$ cat src/rtl/freq_div_pkg.sv
// Shared types and constants for the frequency-divider configuration sequencer.
package freq_div_pkg;

    localparam int unsigned DIV_W = 8;

    localparam logic [DIV_W-1:0] DIV_BYPASS0 = 8'h00;
    localparam logic [DIV_W-1:0] DIV_BYPASS1 = 8'h01;

    typedef enum logic [1:0] {
        IDLE    = 2'd0,
        LOAD    = 2'd1,
        HOLD    = 2'd2,
        RELEASE = 2'd3
    } state_e;

endpackage

$ cat src/rtl/freq_div_shadow_bank.sv
// Per-channel shadow ratios plus dirty bits. Writes land on the next clk edge.
// There is no backpressure: the caller gates wr_en and clears committed channels via clr_mask.
module freq_div_shadow_bank
    import freq_div_pkg::*;
#(
    parameter int unsigned     N_CH        = 4,
    parameter int unsigned     DW          = DIV_W,
    parameter logic [DW-1:0]   DEFAULT_DIV = DW'(DIV_BYPASS0)
) (
    input  logic                 clk,
    input  logic                 rst,
    input  logic                 wr_en,
    input  logic [3:0]           wr_ch,
    input  logic [DW-1:0]        wr_data,
    input  logic [N_CH-1:0]      clr_mask,
    output logic [N_CH*DW-1:0]   shadow,
    output logic [N_CH-1:0]      dirty,
    output logic [N_CH-1:0]      dirty_nxt
);

    logic [N_CH-1:0][DW-1:0] shadow_q, shadow_d;
    logic [N_CH-1:0]         dirty_q, dirty_d;

    // dirty_nxt folds in this cycle's write so a same-cycle commit includes it.
    always_comb begin
        shadow_d  = shadow_q;
        dirty_nxt = dirty_q;
        for (int i = 0; i < N_CH; i++) begin
            if (wr_en && wr_ch == 4'(i)) begin
                shadow_d[i]  = wr_data;
                dirty_nxt[i] = 1'b1;
            end
        end
        dirty_d = dirty_nxt & ~clr_mask;
    end

    always_ff @(posedge clk) begin
        if (rst) begin
            shadow_q <= {N_CH{DEFAULT_DIV}};
            dirty_q  <= '0;
        end else begin
            shadow_q <= shadow_d;
            dirty_q  <= dirty_d;
        end
    end

    assign shadow = shadow_q;
    assign dirty  = dirty_q;

endmodule

$ cat src/rtl/freq_div_cfg_ctrl.sv
// Commits shadow divide ratios atomically to N_CH dividers and pulses their resets so they restart aligned.
// commit_done follows commit_req by 2+RST_CYCLES cycles; writes stall (wr_ready=0) whenever busy.
module freq_div_cfg_ctrl
    import freq_div_pkg::*;
#(
    parameter int unsigned     N_CH        = 4,
    parameter int unsigned     DW          = DIV_W,
    parameter int unsigned     RST_CYCLES  = 2,
    parameter logic [DW-1:0]   DEFAULT_DIV = DW'(DIV_BYPASS0)
) (
    input  logic                 clk,
    input  logic                 rst,
    input  logic                 wr_valid,
    output logic                 wr_ready,
    input  logic [3:0]           wr_ch,
    input  logic [DW-1:0]        wr_data,
    output logic                 wr_err,
    input  logic                 commit_req,
    input  logic                 align_all,
    output logic                 busy,
    output logic                 commit_done,
    output logic [N_CH-1:0]      dirty,
    output logic [N_CH*DW-1:0]   div_data,
    output logic [N_CH-1:0]      div_rst
);

    localparam int unsigned CW = $clog2(RST_CYCLES + 1);

    state_e               state_q, state_d;
    logic [N_CH-1:0]      mask_q, mask_d;
    logic [CW-1:0]        cnt_q, cnt_d;
    logic                 wr_ready_q, wr_ready_d;
    logic                 wr_err_q, wr_err_d;
    logic                 busy_q, busy_d;
    logic                 commit_done_q, commit_done_d;
    logic [N_CH*DW-1:0]   div_data_q, div_data_d;
    logic [N_CH-1:0]      div_rst_q, div_rst_d;

    logic                 wr_fire;
    logic                 ch_ok;
    logic [N_CH-1:0]      clr_mask;
    logic [N_CH*DW-1:0]   shadow;
    logic [N_CH-1:0]      dirty_cur;
    logic [N_CH-1:0]      dirty_nxt;

    // wr_ready_q is only high in IDLE, so it doubles as the write-window qualifier.
    assign wr_fire = wr_valid & wr_ready_q;
    assign ch_ok   = ({1'b0, wr_ch} < 5'(N_CH));

    freq_div_shadow_bank #(
        .N_CH        (N_CH),
        .DW          (DW),
        .DEFAULT_DIV (DEFAULT_DIV)
    ) u_shadow_bank (
        .clk       (clk),
        .rst       (rst),
        .wr_en     (wr_fire & ch_ok),
        .wr_ch     (wr_ch),
        .wr_data   (wr_data),
        .clr_mask  (clr_mask),
        .shadow    (shadow),
        .dirty     (dirty_cur),
        .dirty_nxt (dirty_nxt)
    );

    always_comb begin
        state_d    = state_q;
        mask_d     = mask_q;
        cnt_d      = cnt_q;
        div_data_d = div_data_q;
        clr_mask   = '0;

        case (state_q)
            IDLE: begin
                if (align_all || (commit_req && dirty_nxt != '0)) begin
                    state_d = LOAD;
                    mask_d  = align_all ? '1 : dirty_nxt;
                end
            end
            LOAD: begin
                for (int i = 0; i < N_CH; i++) begin
                    if (mask_q[i]) begin
                        div_data_d[i*DW +: DW] = shadow[i*DW +: DW];
                    end
                end
                cnt_d   = CW'(RST_CYCLES);
                state_d = HOLD;
            end
            HOLD: begin
                if (cnt_q <= CW'(1)) begin
                    state_d  = RELEASE;
                    clr_mask = mask_q;
                end else begin
                    cnt_d = cnt_q - CW'(1);
                end
            end
            RELEASE: state_d = IDLE;
            default: state_d = IDLE;
        endcase

        // Outputs are registered against the next state so they line up with it.
        wr_ready_d    = (state_d == IDLE);
        busy_d        = (state_d != IDLE);
        commit_done_d = (state_d == RELEASE);
        div_rst_d     = (state_d == HOLD) ? mask_d : '0;
        wr_err_d      = wr_fire & ~ch_ok;
    end

    always_ff @(posedge clk) begin
        if (rst) begin
            state_q       <= IDLE;
            mask_q        <= '0;
            cnt_q         <= '0;
            wr_ready_q    <= 1'b0;
            wr_err_q      <= 1'b0;
            busy_q        <= 1'b0;
            commit_done_q <= 1'b0;
            div_data_q    <= {N_CH{DEFAULT_DIV}};
            div_rst_q     <= '1;
        end else begin
            state_q       <= state_d;
            mask_q        <= mask_d;
            cnt_q         <= cnt_d;
            wr_ready_q    <= wr_ready_d;
            wr_err_q      <= wr_err_d;
            busy_q        <= busy_d;
            commit_done_q <= commit_done_d;
            div_data_q    <= div_data_d;
            div_rst_q     <= div_rst_d;
        end
    end

    assign wr_ready    = wr_ready_q;
    assign wr_err      = wr_err_q;
    assign busy        = busy_q;
    assign commit_done = commit_done_q;
    assign dirty       = dirty_cur;
    assign div_data    = div_data_q;
    assign div_rst     = div_rst_q;

endmodule

$ cat config.mk
export PLATFORM = sky130hd
export DESIGN_NAME = freq_div_cfg_ctrl
export DESIGN_NICKNAME = d
export VERILOG_FILES = /design/src/rtl/freq_div_pkg.sv /design/src/rtl/freq_div_shadow_bank.sv /design/src/rtl/freq_div_cfg_ctrl.sv
export SDC_FILE = /design/constraint.sdc
export NUM_CORES = 1
export LEC_CHECK = 0
export BUFFER_PORTS_ARGS = -buffer_cell sky130_fd_sc_hd__buf_2
export CAP_MARGIN = 10
export CORE_ASPECT_RATIO = 1.5
export CORE_MARGIN = 2
export CORE_UTILIZATION = 25
export DETAILED_ROUTE_END_ITERATION = 7
export GPL_TIMING_DRIVEN = 0
export SLEW_MARGIN = 10
export SYNTH_ARGS = -nofsm -noshare
export SYNTH_HDL_FRONTEND = slang
export SYNTH_SLANG_ARGS = --single-unit
$ cat constraint.sdc
create_clock -name clk -period 2.1 [get_ports clk]
set_input_delay 0.315 -clock clk [delete_from_list [all_inputs] [get_ports clk]]
set_output_delay 0.315 -clock clk [all_outputs]
set_load 0.02 [all_outputs]
==> results.sh, run 1 <==
export IMPL_fmax_mhz=529
export IMPL_power_internal_uw=2910
export IMPL_dieArea_mm2=0.0138
export IMPL_total_power_uw=4210
export IMPL_reg2reg_slack_ns=0.21
export IMPL_hold_path_class="in -> reg"
export IMPL_yosys_area_top_type="dfxtp_1"
export IMPL_synth_most_common_cell="nand2_1"
export IMPL_r2r_end="div_data[29]"
export IMPL_arrival_ns=2.15
export IMPL_clock_sinks=84
export IMPL_start_util_pct=25.6
export IMPL_yosysWarnings=0
export IMPL_max_slew_margin_pct=54.0
export IMPL_num_nets_final=467
export IMPL_multi_input_area_mm2=0.00139
export IMPL_finalHoldViolCount=0
export IMPL_fp_dieW_um=96.5
export IMPL_ys_top_cells_by_area="dfxtp_1, a21oi_1, nand2_1"
export IMPL_post_cts_resized=0
export IMPL_cp_required_ns=2.36
export IMPL_synth_ff_type="dfxtp_1"
export IMPL_p_clk_share_pct=35.5
export IMPL_ys_seq_elements=84
export IMPL_drc_errors=0
export IMPL_cap_violations=0
export IMPL_setup_ws_ns=0.211
export IMPL_crit_chain="inv_1 -> ha_1 -> clkbuf_1 -> buf_1 -> nand3_1 -> a21oi_1"
export IMPL_ant_nets=0
export IMPL_ys_types=40
export IMPL_synth_top_area_share_pct=52.4
export IMPL_firstDrtPassIters=4
export IMPL_hpwl_um=6670
export IMPL_area_growth_pct=23.5
export IMPL_register_area_mm2=0.00168
export IMPL_crit_fanout=10
export IMPL_critPathSlowestCell="clkbuf_1"
export IMPL_cts_made_buffers=9
export IMPL_r2r_cells=6
export IMPL_status="completed"
export IMPL_clk_pin_slew_ns=0.06
export IMPL_wl_per_cell_um=14.4
export IMPL_clock_latency_ns=0.34
export IMPL_clock_root_buffer="clkbuf_16"
export IMPL_tns_ns=0
export IMPL_wirelength_um=8730
export IMPL_synth_edf_count=0
export IMPL_path_delay_family="buffers and inverters"
export IMPL_async_flop_share_pct=0
export IMPL_grt_ovfl_total=0
export IMPL_p_leak_uw=0.00153
export IMPL_seq_power_share_pct=42.2
export IMPL_antenna_found_initial=0
export IMPL_syn_instance_count=377
export IMPL_syn_nets=399
export IMPL_hold_start="wr_valid"
export IMPL_fp_dieH_um=143
export IMPL_fin_crit_sh_pct=90.0
export IMPL_cp_slowest_stage_delay_ns=0.47
export IMPL_synth_avg_cell_area_um2=8.51
export IMPL_cp_num_buf_inv=3
export IMPL_drv_slew=0
export IMPL_boundaryPins=61
export IMPL_worstMarginPinSlew_ns=0.688
export IMPL_p_switching_uw=1300
export IMPL_vdd_drop_max_mv=0.449
export IMPL_switching_share_pct=30.9
export IMPL_grt_pass1_wl_um=14300
export IMPL_rsz0062_at_grt="no"
export IMPL_skew_ns=0.00443
export IMPL_worstHoldPathCells=3
export IMPL_drive_above_1_share_pct=18.3
export IMPL_grt_usage_pct=13.7
export IMPL_critPathKind="reg -> reg"
export IMPL_whs_endpoint="wr_err"
export IMPL_max_clock_path_buffers=2
export IMPL_gp_congestion=0.850
export IMPL_fillers=1343
export IMPL_via_per_inst=4.68
export IMPL_core_mm2=0.0125
export IMPL_setup_violations=0
export IMPL_grt_pass1_vias=2890
export IMPL_crit_path_start_kind="flip-flop"
export IMPL_cts_tree="built"
export IMPL_antenna_cells=0
export IMPL_power_density_mw_per_mm2=1060
export IMPL_ys_seq_area_share_pct=52.4
export IMPL_portBuffers=57
export IMPL_ys_top_cells_by_count="nand2_1, dfxtp_1, a21oi_1"
export IMPL_rr_startpoint="state_q[1]"
export IMPL_cts_setup_buffers=0
export IMPL_cp_end_kind="flip-flop"
export IMPL_hold_slack_ns=0.249
export IMPL_share_comb_of_total_power_pct=22.3
export IMPL_cts_htree_levels=3
export IMPL_post_place_ws_ns=0.240
export IMPL_grt_max_degree=13
export IMPL_vias=2825
export IMPL_drtIter0Drc=79
export IMPL_min_period_ns=1.89
export IMPL_cts_hold_buffers=0
export IMPL_num_rows=50
export IMPL_syn_area_mm2=0.00321
-- tightest hold or removal path, delay by kind of cell --
kind | cells | cell delay (ns)
buffers and inverters | 1 | 0.11
AOI/OAI and AO/OA | 1 | 0.08
and+or+nand+nor | 1 | 0.04
-- power by group through the flow --
| stage | Combinational [uW] | Clock, uW | Sequential (uW) |
|---|---|---|---|
| 2_1_floorplan | 568 | 0 | 1880 |
| 3_3_place_gp | 911 | 0 | 1810 |
| 3_5_place_dp | 935 | 0 | 1810 |
| 4_1_cts | 939 | 1530 | 1780 |
| 5_1_grt | 1050 | 1600 | 1790 |
| 6_report | 939 | 1500 | 1780 |
-- through the flow --
stage          cell area, um^2  std cells  util (%)
5_1_grt                   3960        604      31.7
3_3_place_gp              3690        590      29.5
6_report                  3960        604      31.7
3_5_place_dp              3690        590      29.5
2_1_floorplan             3210        377         -
4_1_cts                   3960        604      31.7
-- layout by cell type, fill, tap and decap left out, types with 2 or more instances in the layout --
cell       instances
nor2_1            20
o21ai_0            3
o211ai_1           2
o32ai_1            3
a31oi_1            2
mux2i_1            8
nand3b_1           3
dfxtp_1           84
nand3_1           33
ha_1               5
and3_1             4
inv_1              7
clkbuf_1          17
o41ai_1            4
buf_1              5
o221ai_1           2
clkbuf_16          9
nand2_1           85
buf_2             60
nor3_1             2
a21oi_1           65
o21a_1             2
or2_2              3
-- final cells by class --
type	count	share of cell area (%)
plain buffers	24	2.65
clock buffers	12	5.97
clock inverters	2	0.948
inverters	7	0.663
multi-input cells	262	35.2
flip-flops and latches	84	42.5
well taps	156	4.93
repair buffers	57	7.20
-- state kept, by name, indices dropped and copies added (netlist names) --
| register | cells |
|---|---|
| mask_q | 4 |
| wr_err | 1 |
| wr_ready | 1 |
| u_shadow_bank.dirty | 4 |
| div_rst | 4 |
| state_q | 2 |
| div_data | 32 |
| commit_done | 1 |
| u_shadow_bank.shadow | 32 |
| busy | 1 |
| cnt_q | 2 |
-- layer usage --
| metal | up-vias | share of wire, % | track usage, % |
|---|---|---|---|
| met5 | - | 0 | 0 |
| met2 | 67 | 52 | 24.6 |
| met1 | 1312 | 41 | 14.2 |
| met3 | 13 | 5.7 | 3.80 |
| met4 | 0 | 2.2 | 6.60 |
| li1 | 1433 | - | - |
-- how the worst max path moves through the flow --
| stage | start | endpoint | cells past startpoint |
|---|---|---|---|
| floorplan | wr_ready | u_shadow_bank.dirty[0] | 5 |
| global placement | rst | mask_q[2] | 4 |
| detailed placement | state_q[1] | div_data[29] | 6 |
| CTS | state_q[1] | div_data[29] | 6 |
| global route | state_q[1] | div_data[28] | 6 |
| finish | state_q[1] | div_data[29] | 6 |
-- kinds of logic after synthesis --
kind of cell,after synthesis,synth area share [%]
AOI/OAI and AO/OA,89,16.1
adders and majority gates,5,1.95
buffers and inverters,31,4.10
DFF,84,52.4
muxes,9,2.85
and+or+nand+nor,159,22.6
Power figures use the tool's default switching activity.
==> run 2: changes to the inputs <==
Settings changed: CTS_CLUSTER_DIAMETER from default to 50, REMOVE_ABC_BUFFERS from default to 1.
==> run 2 against run 1 <==
Sequential share of layout area is 0.081 points higher. Wire length decreased by 8.5%. Critical path depth down 3. Die area did not move. Sequential power up 3%. Combinational power decreased by 13%. Register-to-register slack improved by 0.07 ns. Total power increased by 5.9%. Via count is 3.4% lower. Flip-flop and latch count stayed put. Critical path type unchanged.
==> results.sh, run 2 (same netlist as run 1, synthesis figures left out) <==
export IMPL_num_nets_final=446
export IMPL_start_util_pct=25.6
export IMPL_drtIter0Drc=170
export IMPL_max_slew_margin_pct=46.2
export IMPL_boundaryPins=61
export IMPL_dieArea_mm2=0.0138
export IMPL_fp_dieW_um=96.5
export IMPL_ant_nets=0
export IMPL_firstDrtPassIters=4
export IMPL_fillers=1350
export IMPL_hold_start="wr_valid"
export IMPL_portBuffers=60
export IMPL_antenna_cells=0
export IMPL_clock_latency_ns=0.33
export IMPL_post_place_ws_ns=-0.197
export IMPL_critPathSlowestCell="or3_1"
export IMPL_grt_usage_pct=12.1
export IMPL_cts_hold_buffers=0
export IMPL_hold_path_class="in -> reg"
export IMPL_grt_ovfl_total=0
export IMPL_r2r_end="u_shadow_bank.dirty[0]"
export IMPL_area_growth_pct=23.3
export IMPL_gp_congestion=0.779
export IMPL_layout_commonest_cell="nand2_1"
export IMPL_cts_tree="built"
export IMPL_fmax_mhz=551
export IMPL_register_area_mm2=0.00168
export IMPL_status="completed"
export IMPL_endpoint="u_shadow_bank.dirty[0]"
export IMPL_arrival_ns=2.06
export IMPL_wirelength_um=7980
export IMPL_place_area_mm2=0.00360
export IMPL_fp_dieH_um=143
export IMPL_grt_max_degree=81
export IMPL_finalHoldViolCount=0
export IMPL_crit_fanout=9
export IMPL_critPathKind="reg -> reg"
export IMPL_p_leak_uw=0.00154
export IMPL_rr_startpoint="wr_ready"
export IMPL_drive_above_1_share_pct=19.8
export IMPL_path_delay_family="simple AND/OR/NAND/NOR gates"
export IMPL_drv_slew=0
export IMPL_multi_input_area_mm2=0.00140
export IMPL_crit_cells=3
export IMPL_clock_sinks=84
export IMPL_power_density_mw_per_mm2=1130
export IMPL_grt_pass1_wl_um=12600
export IMPL_crit_path_start_kind="flip-flop"
export IMPL_setup_violations=0
export IMPL_core_mm2=0.0125
export IMPL_cp_slowest_stage_delay_ns=0.64
export IMPL_mostFrequentLayoutCells="nand2_1, dfxtp_1, a21oi_1"
export IMPL_critPathLaunch="wr_ready"
export IMPL_num_rows=50
export IMPL_cp_num_buf_inv=0
export IMPL_via_per_inst=4.66
export IMPL_hpwl_um=5760
export IMPL_drc_errors=0
export IMPL_min_period_ns=1.82
export IMPL_antenna_found_initial=0
export IMPL_setup_ws_ns=0.284
export IMPL_skew_ns=0.00697
export IMPL_final_area_mm2=0.00395
export IMPL_vias=2729
export IMPL_vdd_drop_max_mv=0.892
export IMPL_cap_violations=0
export IMPL_total_power_uw=4460
export IMPL_reg2reg_slack_ns=0.28
export IMPL_crit_chain="nand4bb_1 -> or3_1 -> a221oi_2"
export IMPL_max_clock_path_buffers=2
export IMPL_clk_pin_slew_ns=0.06
export IMPL_grt_pass1_vias=2588
export IMPL_fin_crit_sh_pct=86.5
export IMPL_cp_end_kind="flip-flop"
export IMPL_wl_per_cell_um=13.6
export IMPL_r2r_cells=3
export IMPL_worstMarginPinSlew_ns=0.807
export IMPL_cts_made_buffers=9
export IMPL_cts_htree_levels=3
export IMPL_cp_required_ns=2.35
export IMPL_rsz0062_at_grt="no"
export IMPL_clock_root_buffer="clkbuf_16"
-- run 2: cell count changes in the layout (fill, tap and decap cells not counted) --
cell and change:
buf_1 -5, buf_2 -1, buf_6 -1, bufinv_16 +2, clkbuf_1 -16, clkbuf_8 +2, clkinv_2 +1, clkinvlp_4 -1
ha_1 -1, ha_2 +1
-- run 2: worst reg2reg max path: stages, from the launching register on --
cell and delay, ns:
dfxtp_1 0.36, nand4bb_1 0.42, or3_1 0.64, a221oi_2 0.31
-- run 2: area by class of cell --
| cell class | instances | area share (%) |
|---|---|---|
| Inverter | 7 | 0.665 |
| Clock inverter | 4 | 2.41 |
| Sequential cell | 84 | 42.5 |
| Multi-Input combinational cell | 262 | 35.3 |
| Clock buffer | 12 | 6.49 |
| Tap cell | 156 | 4.94 |
| Timing Repair Buffer | 60 | 7.66 |
-- run 2: power breakdown --
group          internal [uW]  switching, uW
combinational            273            543
clock                   1220            589
sequential              1710            121
-- run 2: how the worst min path moves through the flow --
| stage | to | slack (ns) | cells past startpoint |
|---|---|---|---|
| 6_report | wr_err | 0.26 | 3 |
| 5_1_grt | u_shadow_bank.shadow[5] | 0.28 | 3 |
| 4_1_cts | wr_err | 0.25 | 3 |
| 3_5_place_dp | div_data[18] | 0.45 | 2 |
| 3_3_place_gp | u_shadow_bank.shadow[23] | 0.44 | 2 |
| 2_1_floorplan | u_shadow_bank.dirty[0] | 0.38 | 1 |
-- run 2: repair_timing --
action	4_1_cts	5_1_grt
buffers inserted	0	0
setup endpoints to repair	33	0
hold endpoints to repair	0	0
gates resized for setup	1	0
-- run 2: stage by stage --
stage / setup TNS [ns] / util [%] / hold WS, ns / instances
6_report: 0 / 31.6 / 0.259 / 585
5_1_grt: 0 / 31.6 / 0.276 / 585
4_1_cts: 0 / 31.6 / 0.251 / 585
3_5_place_dp: -5.47 / 28.8 / 0.446 / 569
3_3_place_gp: -5.05 / 28.7 / 0.444 / 569
2_1_floorplan: 0 / - / 0.381 / 353
-- run 2: routing by layer --
layer	wire [um]	track usage (%)	vias to the layer above	part of all wire, %
met5	0	0	-	0
met4	89	4.45	0	1.1
met3	537	2.69	6	6.7
met2	4160	20.7	85	52
met1	3190	14.5	1254	40
li1	-	-	1384	-
